`src/rtl/led_scan_pkg.sv`:
```
// led_scan_pkg
// Shared definitions for the LED matrix scan controller: the scan state
// encoding, board-default geometry and timing, and a row one-hot helper.
// No ports; imported by led_frame_buf and led_matrix_scan.
package led_scan_pkg;

  typedef enum logic [1:0] {
    IDLE  = 2'd0,
    BLANK = 2'd1,
    DRIVE = 2'd2
  } scan_state_e;

  localparam int ROWS_DEF         = 4;
  localparam int COLS_DEF         = 4;
  localparam int ROW_CYCLES_DEF   = 12000;
  localparam int BLANK_CYCLES_DEF = 48;
  localparam int DIM_PHASES       = 16;

  // Widest row count the one-hot helper supports; callers slice what they need.
  localparam int MAX_ROWS = 32;

  function automatic logic [MAX_ROWS-1:0] row_onehot(input int row);
    row_onehot = MAX_ROWS'(1) << row;
  endfunction

endpackage

```
`src/rtl/led_frame_buf.sv`:
```
// led_frame_buf
// Double buffer for the LED frame. A frame is accepted into the shadow
// register whenever the shadow is free, and is copied into the active
// register only on the swap strobe, so the displayed frame never tears.
// Ports:
//   clk, rst_n   clock, async active-low reset
//   frame_data   incoming frame (W bits)
//   frame_valid  frame_data offered
//   swap_i       frame-boundary strobe from the scanner
//   frame_ready  shadow free (= !pending)
//   active_o     frame currently being displayed
module led_frame_buf
  import led_scan_pkg::*;
#(
  parameter int W = ROWS_DEF * COLS_DEF
) (
  input  logic         clk,
  input  logic         rst_n,
  input  logic [W-1:0] frame_data,
  input  logic         frame_valid,
  input  logic         swap_i,
  output logic         frame_ready,
  output logic [W-1:0] active_o
);

  logic [W-1:0] shadow_q, shadow_d;
  logic [W-1:0] active_q, active_d;
  logic         pending_q, pending_d;
  logic         xfer;

  assign xfer = frame_valid && !pending_q;

  // A transfer needs pending=0 and a swap only acts with pending=1, so the two
  // never collide on the same buffer; the swap always sees the old shadow.
  always_comb begin
    shadow_d  = shadow_q;
    active_d  = active_q;
    pending_d = pending_q;
    if (swap_i && pending_q) begin
      active_d  = shadow_q;
      pending_d = 1'b0;
    end
    if (xfer) begin
      shadow_d  = frame_data;
      pending_d = 1'b1;
    end
  end

  always_ff @(posedge clk or negedge rst_n) begin
    if (!rst_n) begin
      shadow_q  <= '0;
      active_q  <= '0;
      pending_q <= 1'b0;
    end else begin
      shadow_q  <= shadow_d;
      active_q  <= active_d;
      pending_q <= pending_d;
    end
  end

  assign frame_ready = !pending_q;
  assign active_o    = active_q;

endmodule

```
`src/rtl/led_matrix_scan.sv`:
```
// led_matrix_scan
// Time-multiplexed scan controller for a ROWS x COLS LED matrix. Each row is
// preceded by BLANK_CYCLES of all-off dead time, then driven for ROW_CYCLES.
// All outputs are registered from next-state values.
// Optional build macro LEDSCAN_DIM_EN adds a 4-bit brightness input that gates
// kled_oe over 16 equal phases of each row's drive time.
// Ports:
//   clk, rst_n   clock, async active-low reset
//   enable       1 = scanning, 0 = matrix dark
//   frame_data   new frame, bit r*COLS+c = pixel (r,c)
//   frame_valid  frame_data offered
//   frame_ready  shadow buffer free
//   brightness   (LEDSCAN_DIM_EN only) duty 0..15 -> 1/16..16/16
//   aled_o       one-hot anode row drive
//   kled_oe      cathode output enables for the active row
//   frame_sync   one-cycle pulse on the first blank cycle of row 0
//
// state | meaning
// IDLE  | matrix dark, waiting for enable
// BLANK | dead time before a row, all outputs off
// DRIVE | current row driven from the active buffer
module led_matrix_scan
  import led_scan_pkg::*;
#(
  parameter int ROWS         = ROWS_DEF,
  parameter int COLS         = COLS_DEF,
  parameter int ROW_CYCLES   = ROW_CYCLES_DEF,
  parameter int BLANK_CYCLES = BLANK_CYCLES_DEF
) (
  input  logic                 clk,
  input  logic                 rst_n,
  input  logic                 enable,
  input  logic [ROWS*COLS-1:0] frame_data,
  input  logic                 frame_valid,
  output logic                 frame_ready,
`ifdef LEDSCAN_DIM_EN
  input  logic [3:0]           brightness,
`endif
  output logic [ROWS-1:0]      aled_o,
  output logic [COLS-1:0]      kled_oe,
  output logic                 frame_sync
);

  localparam int RW  = (ROWS > 1) ? $clog2(ROWS) : 1;
  localparam int RCW = (ROW_CYCLES > 1) ? $clog2(ROW_CYCLES) : 1;
  localparam int BCW = (BLANK_CYCLES > 1) ? $clog2(BLANK_CYCLES) : 1;
  localparam logic [RW-1:0]  ROW_MAX    = RW'(ROWS - 1);
  localparam logic [RCW-1:0] ROW_LAST   = RCW'(ROW_CYCLES - 1);
  localparam logic [BCW-1:0] BLANK_LAST = BCW'(BLANK_CYCLES - 1);

  scan_state_e          state_q, state_d;
  logic [RW-1:0]        row_q, row_d;
  logic [RCW-1:0]       rcnt_q, rcnt_d;
  logic [BCW-1:0]       bcnt_q, bcnt_d;
  logic [ROWS-1:0]      aled_q, aled_d;
  logic [COLS-1:0]      kled_q, kled_d;
  logic                 sync_q, sync_d;
  logic                 frame_start;
  logic                 dim_lit;
  logic [ROWS*COLS-1:0] active;
  logic [ROWS*COLS-1:0] act_sh;
  logic [MAX_ROWS-1:0]  row_oh;

  led_frame_buf #(.W(ROWS * COLS)) u_buf (
    .clk         (clk),
    .rst_n       (rst_n),
    .frame_data  (frame_data),
    .frame_valid (frame_valid),
    .swap_i      (frame_start),
    .frame_ready (frame_ready),
    .active_o    (active)
  );

`ifdef LEDSCAN_DIM_EN
  localparam int PHASE_CYC = ROW_CYCLES / DIM_PHASES;
  logic [3:0] bright_q, bright_d;

  always_ff @(posedge clk or negedge rst_n) begin
    if (!rst_n) bright_q <= '0;
    else        bright_q <= bright_d;
  end
`endif

  // Timers load on state entry and count down to a terminal count of zero.
  always_comb begin
    state_d     = state_q;
    row_d       = row_q;
    rcnt_d      = rcnt_q;
    bcnt_d      = bcnt_q;
    frame_start = 1'b0;
`ifdef LEDSCAN_DIM_EN
    bright_d    = bright_q;
`endif
    if (!enable) begin
      state_d = IDLE;
      row_d   = '0;
      rcnt_d  = '0;
      bcnt_d  = '0;
    end else begin
      case (state_q)
        IDLE: begin
          state_d     = BLANK;
          row_d       = '0;
          bcnt_d      = BLANK_LAST;
          frame_start = 1'b1;
        end
        BLANK: begin
          if (bcnt_q == '0) begin
            state_d = DRIVE;
            rcnt_d  = ROW_LAST;
`ifdef LEDSCAN_DIM_EN
            bright_d = brightness;
`endif
          end else begin
            bcnt_d = bcnt_q - BCW'(1);
          end
        end
        DRIVE: begin
          if (rcnt_q == '0) begin
            state_d = BLANK;
            bcnt_d  = BLANK_LAST;
            if (row_q == ROW_MAX) begin
              row_d       = '0;
              frame_start = 1'b1;
            end else begin
              row_d = row_q + RW'(1);
            end
          end else begin
            rcnt_d = rcnt_q - RCW'(1);
          end
        end
        default: begin
          state_d = IDLE;
          row_d   = '0;
          rcnt_d  = '0;
          bcnt_d  = '0;
        end
      endcase
    end
  end

  // Outputs are computed from next state so the registered copies line up
  // with the state register. The active buffer only changes on entry to a
  // frame-start BLANK, never on a DRIVE entry, so active is safe to use here.
  always_comb begin
    row_oh  = row_onehot(int'(row_d));
    act_sh  = active >> (COLS * int'(row_d));
`ifdef LEDSCAN_DIM_EN
    // rcnt counts down from ROW_LAST: lit while elapsed < (brightness+1) phases.
    dim_lit = (int'(rcnt_d) >= ROW_CYCLES - (int'(bright_d) + 1) * PHASE_CYC);
`else
    dim_lit = 1'b1;
`endif
    aled_d  = '0;
    kled_d  = '0;
    sync_d  = frame_start;
    if (state_d == DRIVE) begin
      aled_d = row_oh[ROWS-1:0];
      kled_d = dim_lit ? act_sh[COLS-1:0] : '0;
    end
  end

  always_ff @(posedge clk or negedge rst_n) begin
    if (!rst_n) begin
      state_q <= IDLE;
      row_q   <= '0;
      rcnt_q  <= '0;
      bcnt_q  <= '0;
      aled_q  <= '0;
      kled_q  <= '0;
      sync_q  <= 1'b0;
    end else begin
      state_q <= state_d;
      row_q   <= row_d;
      rcnt_q  <= rcnt_d;
      bcnt_q  <= bcnt_d;
      aled_q  <= aled_d;
      kled_q  <= kled_d;
      sync_q  <= sync_d;
    end
  end

  assign aled_o     = aled_q;
  assign kled_oe    = kled_q;
  assign frame_sync = sync_q;

endmodule

```
`config.mk`:
```
export PLATFORM = sky130hd
export DESIGN_NAME = led_matrix_scan
export DESIGN_NICKNAME = d
export VERILOG_FILES = /design/src/rtl/led_scan_pkg.sv /design/src/rtl/led_frame_buf.sv /design/src/rtl/led_matrix_scan.sv
export SDC_FILE = /design/constraint.sdc
export NUM_CORES = 1
export LEC_CHECK = 0
export ABC_AREA = 1
export ABC_CLOCK_PERIOD_IN_PS = 1850
export CAP_MARGIN = 20
export CORE_MARGIN = 5
export CORE_UTILIZATION = 52
export DETAILED_ROUTE_END_ITERATION = 12
export GPL_TIMING_DRIVEN = 0
export PLACE_DENSITY = 0.81
export SYNTH_ARGS = -nofsm -noshare
export SYNTH_HDL_FRONTEND = slang
export SYNTH_HIERARCHICAL = 1
export SYNTH_SLANG_ARGS = --single-unit
```
`constraint.sdc`:
```
create_clock -name clk -period 1.85 [get_ports clk]
set_input_delay 0.37 -clock clk [delete_from_list [all_inputs] [get_ports clk]]
set_output_delay 0.37 -clock clk [all_outputs]
set_load 0.1 [all_outputs]
```
==> results.md <==
* Outcome: complete, but fails checks
* Failing checks: setup timing
* Rel. slew slack at 46.3%
* Die Width at about 90 microns
* Slowest cell delay on critical path at about 0.40 ns
* Num CTS Buffers at 9
* Flop and latch count out of synthesis at between 60 and 70
* Placer's final routability congestion estimate at between 0.8 and 0.9
* Bufs on Longest Clock Path at 2
* Top cell type's share of synthesized area at between 40 and 50%
* Endpoints failing hold at 0
* Worst EP required at 2.10 ns
* Post-synth EDFFs at 0
* Syn Inst Count at around 410
* Final setup vio count at 13
* Clock power share at 29.4%
* RSZ-0062 raised after global routing: yes
* Initial antenna violation count at 0
* Skew-Pair Late Insertion Delay at about 0.36 ns
* CP Cell Sequence: nor2_2, nand2_2, nor2_8, nand2_4, o21ai_4, inv_2, a211oi_4, buf_6, nand2_8, buf_6, nand2_2, nand2_1
* Clock slew at reported path FFs at 0.08 ns
* Crit-path slowest cell: dfrtp_1
* Library cells used by synthesis at 32
* Part of the Yosys area used for sequential elements at 48.4%
* WS Path Type: flop to flop
* Hold_buf cts at 0
* Fraction of registers with async set/reset at 100%
* Synthesis-to-finish area growth at 31.3%
* Reg-to-Reg End: u_buf/active_o[14]
* Commonest cells in the synthesized netlist: nand2_1 (117), dfrtp_1 (66), nand3_1 (57), inv_1 (33), nor2_1 (23)
* DP Wirelength at 5030 microns
* Peak VDD IR at 0.947 mV
* Finished Cell Area at 4480 sq um
* Die height at ~91 microns
* Fin crit share at 105%
* CTS tree: done
* DR vias/cell at roughly 5.5
* Clk_skew at 0.0102 ns
* DR pass1 iterations at 8
* Gate power share at 29.4%
* Yosys warning count at 6
* Setup crit end kind: flop
* Worst-Margin Slew at slightly above 0.8 ns
* Final setup margin at -0.0994 ns
* Sequential power share at between 40 and 50%
* Core ar. at between 6000 and 7000 sq um
* Nets at 507
* Most common cell in the netlist: nand2_1
* Worst setup SP type: flop
* GR peak layer: met2
* Remaining antenna violation count after routing at 0
* Layout cells sized above 1 at between 20 and 30%
* GRT met1 Usage at a little over a quarter
* Worst r2r path cells at 12
* Grt ovf at 0
* PwrDens at between 1000 and 1500 nW/um^2
* Global Route met2 Usage at between 30% and 40%
* Global Route Usage Sum at between 20 and 25%
* Max cap viols at 0
* Sw Ratio at 35.1%
* Sink Count at 66
* Final Max Tran Viols at 0
* Residual DRC count at 0
* Vias in the first global route at a little under 3000
* Row cnt at 29
* First-pass GRT wire length at 13800 microns
* Max H-tree Level at 3
* Maximum clock frequency at 0.513 GHz
* IO Count at 30
* Synth Flop Type: dfrtp_1
* Synth area leader: dfrtp_1
* Hold slack at 0.0958 ns
* Flop-to-flop setup slack at -0.1 ns
* Crit Reg-Reg Startpoint: rcnt_q[5]
* WL final at roughly 8400 microns
* CP arrival at around 2.2 ns
* Net switching power at 1790 uW
* Initial DRC count at between 200 and 250
* Crit path time final at about 1.9 ns
* Core Util, Final at 70.5%
* Worst Hold Class: primary input to async pin
* Post-Syn Area at 3410 sq um
* Routed WL per cell at 14.9 microns
* Ant. Diodes at 0
* Port buffer count at 28
* Pint at between 3000 and 4000 uW
* Synthesized area per cell at approximately 8.4 sq um
* Synth Net Count at between 400 and 500
* Largest net degree at the start of global routing at 67
* Synth top area cells: dfrtp_1 (48%), nand2_1 (13%), nand3_1 (8.4%)
* Effective utilization at floorplan at between 50% and 60%
* CP startpoint: rcnt_q[5]
* Die area at 8280 sq um
* Global-route met3 utilization at around 5.1%
* Root Driver: clkbuf_8
* Pre-CTS setup slack at -0.427 ns
* Lkg Pwr at ~0.0022 uW
* Via count at about 3100
* Placed cell areas at roughly 3800 sq um
* Worst Path Max Fanout at 8
## layout make-up
cell class                 instances  area [sq um]
clock inverter                     6           115
sequential                        66          1650
inverter                          38           153
clock buffer                      10           128
multi-input combinational        294          1690
timing repair buffer              59           531
tap                               77          96.3
buffer                            11           106
fill                             434          1870
## kinds of logic (layout without fill, tap and decap cells)
family                     after synthesis  after routing  share of synthesized area, %
xor gates and xnor gates                10             10                          2.57
DFF                                     66             66                          48.4
buffers and inverters                   49            124                          6.86
AOI/OAI and AO/OA                       43             43                          7.27
and+or+nand+nor                        232            233                          31.9
adders and majority gates                8              8                          2.94
## state kept, by name, summed over array words and instances (netlist names)
| register | flops |
|---|---|
| aled_o | 4 |
| bcnt_q | 6 |
| frame_sync | 1 |
| kled_oe | 4 |
| rcnt_q | 14 |
| row_q | 2 |
| state_q | 2 |
| u_buf/active_o | 16 |
| u_buf/pending_q | 1 |
| u_buf/shadow_q | 16 |
## worst max path at each step
stage,endpoint,cells past startpoint
6_report,u_buf/active_o[14],12
5_1_grt,u_buf/active_o[12],12
4_1_cts,u_buf/active_o[8],13
3_5_place_dp,frame_ready,4
3_3_place_gp,u_buf/shadow_q[14],1
2_1_floorplan,u_buf/active_o[12],13
## worst max-delay path: cells and delay by family (launching register included)
family / cells / cell delay [ns]
buf+inv: 3 / 0.39
compound gates: 2 / 0.40
simple gates: 7 / 0.63
flops: 1 / 0.40
## metrics by stage
step	instances	total power (uW)	setup TNS [ns]
2_1_floorplan	408	3020	-0.217
3_3_place_gp	513	3310	-116.77
3_5_place_dp	513	3370	-8.02
4_1_cts	547	4980	-0.599
5_1_grt	561	5410	-2.49
6_report	561	5090	-0.867
## power by group through the flow
stage / clock [uW] / combinational [uW] / sequential, uW
floorplan: 0 / 987 / 2030
global placement: 0 / 1230 / 2080
detailed placement: 0 / 1280 / 2090
CTS: 1500 / 1400 / 2080
global route: 1600 / 1670 / 2140
finish: 1500 / 1490 / 2100
## timing repair
item,in CTS,in global routing
pin swaps,8,16
resized for setup,61,25
cloned,1,1
endpoints found under the hold margin,0,0
endpoints found under the setup margin,44,37
setup buffers,17,14
## cell usage in the layout, fill, tap and decap left out, drive strengths merged
cell,count
nand2,133
dfrtp,66
nand3,60
buf,44
inv,38
nor2,29
o21ai,18
clkdlybuf4s50,17
a21oi,13
clkbuf,10
clkdlybuf4s15,9
xor2,8
ha,8
nor3,7
o211ai,6
o22ai,4
bufinv,3
nand4,2
or2,2
xnor2,2
clkinv,2
a211oi,2
clkinvlp,1
## metal layers
layer / part of all wire, % / vias up
li1: - / 1472
met1: 41 / 1472
met2: 50 / 101
met3: 5.7 / 31
met4: 3.1 / 0
met5: 0 / -
(Power assumes the default switching activity.)
